<file path="config.mk">
export PLATFORM = sky130hd
export DESIGN_NAME = norflash16_arb
export DESIGN_NICKNAME = d
export VERILOG_FILES = /design/src/rtl/norflash16_arb.sv
export SDC_FILE = /design/constraint.sdc
export NUM_CORES = 1
export LEC_CHECK = 0
export CAP_MARGIN = 5
export CORE_MARGIN = 2
export CORE_UTILIZATION = 30
export CTS_BUF_LIST = sky130_fd_sc_hd__clkbuf_16
export DETAILED_ROUTE_END_ITERATION = 10
export DONT_BUFFER_PORTS = 1
export RECOVER_POWER = 100
export SETUP_SLACK_MARGIN = 0.02
export SLEW_MARGIN = 40
export SYNTH_ARGS = -nofsm -noshare
export SYNTH_HDL_FRONTEND = slang
export SYNTH_SLANG_ARGS = --single-unit
export TNS_END_PERCENT = 30
</file>
<file path="constraint.sdc">
create_clock -name sys_clk -period 2.5 [get_ports sys_clk]
set_input_delay 0.125 -clock sys_clk [delete_from_list [all_inputs] [get_ports sys_clk]]
set_output_delay 0.125 -clock sys_clk [all_outputs]
set_load 0.01 [all_outputs]
</file>
<file path="src/rtl/norflash16_arb.sv">
// norflash16_arb: two-master Wishbone arbiter in front of the norflash16 read-only slave.
// Master 0 is the CPU bus and master 1 is the DMA/boot bus. A grant is held for the
// whole cyc, then the arbiter re-arbitrates round-robin.
// Ports: sys_clk/sys_rst_n (async, active-low); m0_*/m1_* master ports
// (adr, cyc, stb, sel in; dat, ack out); s_* slave port; gnt_o one-hot {m1,m0};
// hold_err_o pulses once when a grant has been held HOLD_MAX cycles.
// Define NORFLASH16_ARB_PRIO_EN for fixed priority (m0 wins ties) instead of round-robin.
module norflash16_arb #(
  parameter int ADR_W    = 32,
  parameter int HOLD_MAX = 255
) (
  input  logic             sys_clk,
  input  logic             sys_rst_n,
  input  logic [ADR_W-1:0] m0_adr_i,
  input  logic             m0_cyc_i,
  input  logic             m0_stb_i,
  input  logic [3:0]       m0_sel_i,
  output logic [31:0]      m0_dat_o,
  output logic             m0_ack_o,
  input  logic [ADR_W-1:0] m1_adr_i,
  input  logic             m1_cyc_i,
  input  logic             m1_stb_i,
  input  logic [3:0]       m1_sel_i,
  output logic [31:0]      m1_dat_o,
  output logic             m1_ack_o,
  output logic [ADR_W-1:0] s_adr_o,
  output logic             s_cyc_o,
  output logic             s_stb_o,
  output logic [3:0]       s_sel_o,
  input  logic [31:0]      s_dat_i,
  input  logic             s_ack_i,
  output logic [1:0]       gnt_o,
  output logic             hold_err_o
);

  localparam int CW = $clog2(HOLD_MAX + 1);

  // State encoding doubles as the one-hot grant vector.
  typedef enum logic [1:0] {
    IDLE = 2'b00,
    G0   = 2'b01,
    G1   = 2'b10
  } state_t;

  state_t        state_q, state_d;
  logic          last_q, last_d;
  logic [CW-1:0] cnt_q, cnt_d;
  logic          err_q, err_d;
  logic          tie_m0;
  logic          hold;

  // last_q is the index of the master served most recently.
`ifdef NORFLASH16_ARB_PRIO_EN
  assign tie_m0 = 1'b1;
`else
  assign tie_m0 = last_q;
`endif

  always_comb begin
    state_d = state_q;
    last_d  = last_q;
    unique case (state_q)
      IDLE: begin
        if (m0_cyc_i && m1_cyc_i) begin
          state_d = tie_m0 ? G0 : G1;
        end else if (m0_cyc_i) begin
          state_d = G0;
        end else if (m1_cyc_i) begin
          state_d = G1;
        end
      end
      G0: begin
        if (!m0_cyc_i) begin
          last_d  = 1'b0;
          state_d = m1_cyc_i ? G1 : IDLE;
        end
      end
      G1: begin
        if (!m1_cyc_i) begin
          last_d  = 1'b1;
          state_d = m0_cyc_i ? G0 : IDLE;
        end
      end
      default: state_d = IDLE;
    endcase
  end

  // Counter runs only while the same grant persists; any change restarts it.
  always_comb begin
    hold  = (state_d == state_q) && (state_q != IDLE);
    cnt_d = '0;
    err_d = 1'b0;
    if (hold) begin
      if (cnt_q != CW'(HOLD_MAX)) begin
        cnt_d = cnt_q + 1'b1;
      end else begin
        cnt_d = cnt_q;
      end
      err_d = (cnt_q == CW'(HOLD_MAX - 1));
    end
  end

  always_ff @(posedge sys_clk or negedge sys_rst_n) begin
    if (!sys_rst_n) begin
      state_q <= IDLE;
      last_q  <= 1'b1;
      cnt_q   <= '0;
      err_q   <= 1'b0;
    end else begin
      state_q <= state_d;
      last_q  <= last_d;
      cnt_q   <= cnt_d;
      err_q   <= err_d;
    end
  end

  always_comb begin
    s_adr_o  = '0;
    s_cyc_o  = 1'b0;
    s_stb_o  = 1'b0;
    s_sel_o  = 4'b0000;
    m0_ack_o = 1'b0;
    m1_ack_o = 1'b0;
    unique case (state_q)
      G0: begin
        s_adr_o  = m0_adr_i;
        s_cyc_o  = m0_cyc_i;
        s_stb_o  = m0_stb_i;
        s_sel_o  = m0_sel_i;
        m0_ack_o = s_ack_i;
      end
      G1: begin
        s_adr_o  = m1_adr_i;
        s_cyc_o  = m1_cyc_i;
        s_stb_o  = m1_stb_i;
        s_sel_o  = m1_sel_i;
        m1_ack_o = s_ack_i;
      end
      default: begin
      end
    endcase
  end

  assign m0_dat_o   = s_dat_i;
  assign m1_dat_o   = s_dat_i;
  assign gnt_o      = state_q;
  assign hold_err_o = err_q;

endmodule

</file>
## Word-level counts from Yosys, hierarchy flattened

Index checks and enable logic that the tools add are counted.

| operators by class | value |
|---|---|
| equal/unequal tests | 8 |
| reduce and logical (&&, ||, !) cells | 6 |
| div/mod/pow operators | 0 |
| mux-type cells | 21 |
| bitwise gates (word level) | 0 |
| add/sub/neg operators | 1 |
| $mul | 0 |
| $lt $le $gt $ge | 0 |
| shifts and indexed selects | 0 |

Operator list:

| cell | count |
|---|---|
| 32-bit one-hot mux with 2 select lines | 1 |
| 8-bit 2-to-1 mux | 2 |
| 2-bit 2-to-1 mux | 7 |
| 8-bit by 1-bit adder with 8-bit output, second input constant | 1 |
| 8-bit equality test, second input constant | 1 |
| 8-bit inequality test, second input constant | 1 |
| 4-bit one-hot mux with 2 select lines | 1 |
| 1-bit 2-to-1 mux | 6 |
| 1-bit one-hot mux with 2 select lines | 3 |
| 2-bit one-hot mux with 3 select lines | 1 |
| 2-bit inequality test, second input constant | 2 |
| 2-bit nonzero test | 2 |
| 3-bit AND reduction | 1 |
| 2-bit by 1-bit equality test with 1-bit output, second input constant | 1 |
| 2-bit equality test | 1 |
| 2-bit equality test, second input constant | 1 |
| 1-bit logical AND | 2 |
| 2-bit zero test | 1 |
| 2-bit by 1-bit inequality test with 1-bit output, second input constant | 1 |

| word-level totals | value |
|---|---|
| flip-flop bits (word level) | 12 |
| output and inout bits | 107 |
| bits in writable memories | 0 |
| latch bits | 0 |
| word-level logic and storage cells | 40 |
| input port bits | 111 |
| memory bits (read-only) | 0 |
| memories kept | 0 |

## Logic depth before layout (Yosys ltp)

| depth | value |
|---|---|
| depth after elaboration | 7 |
| depth in mapped cells | 7 |
| depth with buffers taken out | 6 |

## Least setup slack after synthesis

Ideal clock, no wire load.

| path | value |
|---|---|
| path kind | register -> register |
| start | register state_q[0], in the netlist gnt_o[0] |
| end | register cnt_q[6] |
| path slack | 699 ps |
| stages on the path, launching flop included | 8 |
| period minus slack after synthesis | 1,801 ps |
| data arrival time | 1,705 ps |
| data required time | 2,404 ps |
| buffers on the path | 1 |
| cells stage by stage | dfrtp_1 > inv_1 > ha_1 > buf_2 > nor2b_1 > a221oi_2 > o21ai_2 > nor4_2 |

| on the way | value |
|---|---|
| word-level cells in the longest chain between the ends | 7 |
| elaborated cells on any way between the ends | 14 |
| classes of those cells | eq/ne: 4; mux: 7; reduce/logical: 3 |

RTL lines:

| item | line | source |
|---|---|---|
| start: declaration | 45 | `state_t state_q, state_d;` |
| start signal: assignment | 110 | `state_q <= state_d;` |
| 2-bit 2-to-1 mux | 68 | `end else if (m1_cyc_i) begin` |
| 2-bit 2-to-1 mux | 66 | `end else if (m0_cyc_i) begin` |
| 2-bit 2-to-1 mux | 64 | `if (m0_cyc_i && m1_cyc_i) begin` |
| 2-bit one-hot mux with 3 select lines | 62 | `unique case (state_q)` |
| 2-bit equality test | 90 | `hold = (state_d == state_q) && (state_q != IDLE);` |
| 1-bit logical AND * | 90 |  |
| 2-bit by 1-bit inequality test with 1-bit output (no source line) / 8-bit 2-to-1 mux (equally long branches) | n/a |  |
| end signal: assignment | 112 | `cnt_q <= cnt_d;` |
| end: declaration | 47 | `logic [CW-1:0] cnt_q, cnt_d;` |

Every way passes the cells marked *; elsewhere a longest branch is shown, timed or not.
A chain may end at the register's enable or synchronous reset.

## Worst setup path after layout

| path | value |
|---|---|
| start | register state_q[0], in the netlist gnt_o[0] |
| end | output s_adr_o[29] |

| on the way | value |
|---|---|
| word-level cells in the longest chain between the ends | 2 |
| elaborated cells on any way between the ends | 3 |
| classes of those cells | eq/ne: 2; mux: 1 |

RTL lines:

| item | line | source |
|---|---|---|
| 2-bit equality test / 2-bit by 1-bit equality test with 1-bit output (equally long branches) | 124 | `unique case (state_q)` |
| 32-bit one-hot mux with 2 select lines * | 124 |  |
| end: declaration | 26 | `output logic [ADR_W-1:0] s_adr_o,` |

Marked as above.

==> flow_summary.toml <==
[worst_setup_path]
worst_ep_required_time_ps = 2380
crit_fanout = 16
startpoint_type = "flop"
arrival_ps = 2130
path_class = "flop to output pin"
crit_path_end_kind = "output pin"

[job]
drv_cap = 0

[global_routing]
track_usage = 0.1326
grt_max_degree = 27
grt_pass1_vias = 1319
antenna_found_initial = 0
grt_pass1_wl_um = 7362
grt.overflow.total = 0

[pwr]
p_int_mw = 0.9367
power_frac_comb = 0.677
pwr-share-clk = 0.156
leakagePower_nw = 0.5519
peakVddDrop_v = 0.0004257
switching_share = 0.4953
seq_power_share = 0.167
power_density_mw_per_mm2 = 1164
p_sw_mw = 0.9192
finalPower_mw = 1.856

[clocking]
clock_tree.root_cell = "clkbuf_16"
cts_tree = "done"
clock_sinks = 12
clock_latency_ps = 240
clkTransAtPathRegs_ps = 40
cts_made_buffers = 3
htree_num_levels = 1
clk_path_buf_depth = 2

[routing]
drt_first_pass_iters = 6
vias_per_cell = 5.720
wl_per_cell_um = 19.89
ant_nets = 0
vias = 1453
drc = 0
first_iter_violations = 80
wl_um = 5052

[synthesis]
synthArstFlopShare = 1.000
synth_area_mm2 = 0.001914
avgSynthCellArea_um2 = 7.878
ys_ff_latch = 12
synth_edf_count = 0
postSynthCellCount = 243
yosysWarnings = 0
syn-num-nets = 360
seq_area_frac_synth = 0.1575
ys_types = 44
synth_flop_cell = "dfrtp_1"

[hold_path]
min_path_type = "primary input to flop"

[timing]
max_freq_mhz = 443.4
skew_ps = 4.476
worst_pin_slew_ps = 726.7
fin_tns_setup_ps = 0
setup_slack_ps = 244.9
min_period_over_period = 0.9020
final-setup-viol-count = 0
rsz0062_at_grt = "false"
period_minus_slack_ps = 2255
slew_headroom = 0.5123
hold_viol_final = 0
slew_violations = 0

[die]
die_y_um = 83.88
core_area_mm2 = 0.006277
initial_core_util = 0.3050
ios = 218
fp-row-count = 29
die_area_mm2 = 0.007036
fp.dieW_um = 83.88

[place]
pre_cts_slack_ps = 520.4
gp_congestion = 0.7595
portBuffers = 0
hpwl_um = 4112
dpl_cell_area_mm2 = 0.001534

[layout]
num_antenna_cells = 0
finalInstanceArea_mm2 = 0.001594
drive_above_1_share = 0.07910
syn_to_final_growth_pct = -16.73
nets = 295

[status]
status = "completed"
==> cells in the final DEF (no fill, tap or decap), types with 2 or more instances in the layout <==
| cell type | synthesis | routed |
|---|---|---|
| nor2b_1 | 38 | 38 |
| clkbuf_1 | 13 | 6 |
| o21ai_0 | 3 | 4 |
| nor2_1 | 5 | 5 |
| o21ai_1 | 2 | 2 |
| nand4_1 | 2 | 2 |
| nand3_1 | 3 | 3 |
| a22oi_1 | 37 | 37 |
| dfrtp_1 | 11 | 11 |
| nor3_1 | 6 | 6 |
| a41oi_1 | 2 | 2 |
| a21oi_1 | 4 | 4 |
| buf_4 | 65 | 3 |
| clkbuf_16 | 0 | 3 |
| xnor2_1 | 2 | 2 |
| and2_1 | 4 | 4 |
| a31oi_1 | 2 | 2 |
| inv_1 | 3 | 3 |
| nand2b_1 | 2 | 2 |
| nand2_1 | 7 | 7 |
| ha_1 | 6 | 6 |
==> area by class of cell <==
class | count | area, µm²
Clock buffer | 3 | 75.07
Clock inverter | 1 | 3.754
Tap cell | 77 | 96.34
Inverter | 3 | 11.26
Fill cell | 677 | 4683
Timing Repair Buffer | 11 | 60.06
Sequential cell | 12 | 301.5
Multi-Input combinational cell | 147 | 1046
==> power by group through the flow <==
stage	clock network, mW	registers, mW	logic, mW
after floorplan	0	0.291	1.14
after CTS	0.294	0.310	1.31
after detailed placement	0	0.313	1.31
after global routing	0.311	0.320	1.39
after global placement	0	0.311	1.29
final	0.289	0.309	1.26
==> Yosys cell counts, drive strengths merged, types with 2 or more instances <==
cell / instances / area share
dfrtp: 11 / 0.14
nand4: 3 / 0.018
a41oi: 2 / 0.0092
a22oi: 37 / 0.15
nor4b: 2 / 0.012
nor3: 7 / 0.021
xnor2: 2 / 0.0092
o21ai: 6 / 0.018
buf: 68 / 0.26
nor2: 5 / 0.0098
nand2b: 2 / 0.0065
nor2b: 38 / 0.12
and2: 4 / 0.013
inv: 3 / 0.0059
nand3: 3 / 0.0078
ha: 6 / 0.039
clkbuf: 13 / 0.025
a21oi: 4 / 0.010
nand2: 7 / 0.014
a31oi: 2 / 0.0065
==> flip-flops by register name, summed over array words and instances (netlist names) <==
name,cells
gnt_o,2
last_q,1
hold_err_o,1
cnt_q,8
==> critical path: stages, from the launching register on <==
cell and delay, ps:
dfrtp_1 470, inv_1 140, ha_1 230, clkbuf_1 560, a22oi_1 220, nor2b_1 270
==> kinds of logic after synthesis <==
group | synth area share
adders and majority gates | 0.03921
muxes | 0.01111
buffers and inverters | 0.2941
xor gates and xnor gates | 0.01373
and+or+nand+nor | 0.2503
DFF | 0.1575
AOI/OAI and AO/OA | 0.2340
==> through the flow <==
stage / util / std cells / hold slack, ps
2_1_floorplan: - / 243 / -170.6
3_3_place_gp: 0.2444 / 249 / -170.2
3_5_place_dp: 0.2444 / 249 / -170.2
4_1_cts: 0.2585 / 254 / 40.26
5_1_grt: 0.2539 / 254 / 53.69
6_report: 0.2539 / 254 / 41.19
==> layer usage <==
layer | global-route usage | vias to the layer above | part of all wire
met5 | 0 | - | 0
li1 | - | 662 | -
met4 | 0.03666 | 0 | 0.0093
met3 | 0.05539 | 5 | 0.10
met1 | 0.1508 | 671 | 0.37
met2 | 0.2276 | 115 | 0.51
==> worst paths after layout <==
kind	startpoint	endpoint	slack (ps)	cells after the start
worst min register to register	last_q	last_q	530	2
worst min-delay path	m0_cyc_i	gnt_o[0]	40	2
min in group asynchronous	sys_rst_n	cnt_q[5]	290	1
max in group asynchronous	sys_rst_n	last_q	1850	1
worst max register to register	gnt_o[1]	cnt_q[7]	320	6
worst max-delay path	gnt_o[0]	s_adr_o[29]	240	5
==> repair_timing <==
action / 4_1_cts / 5_1_grt
hold buffers: 1 / 0
hold endpoints to repair: 12 / 0
resized for setup: 0 / 0
setup buffers: 0 / 0
No activity file was read; power rests on OpenSTA's default activity.
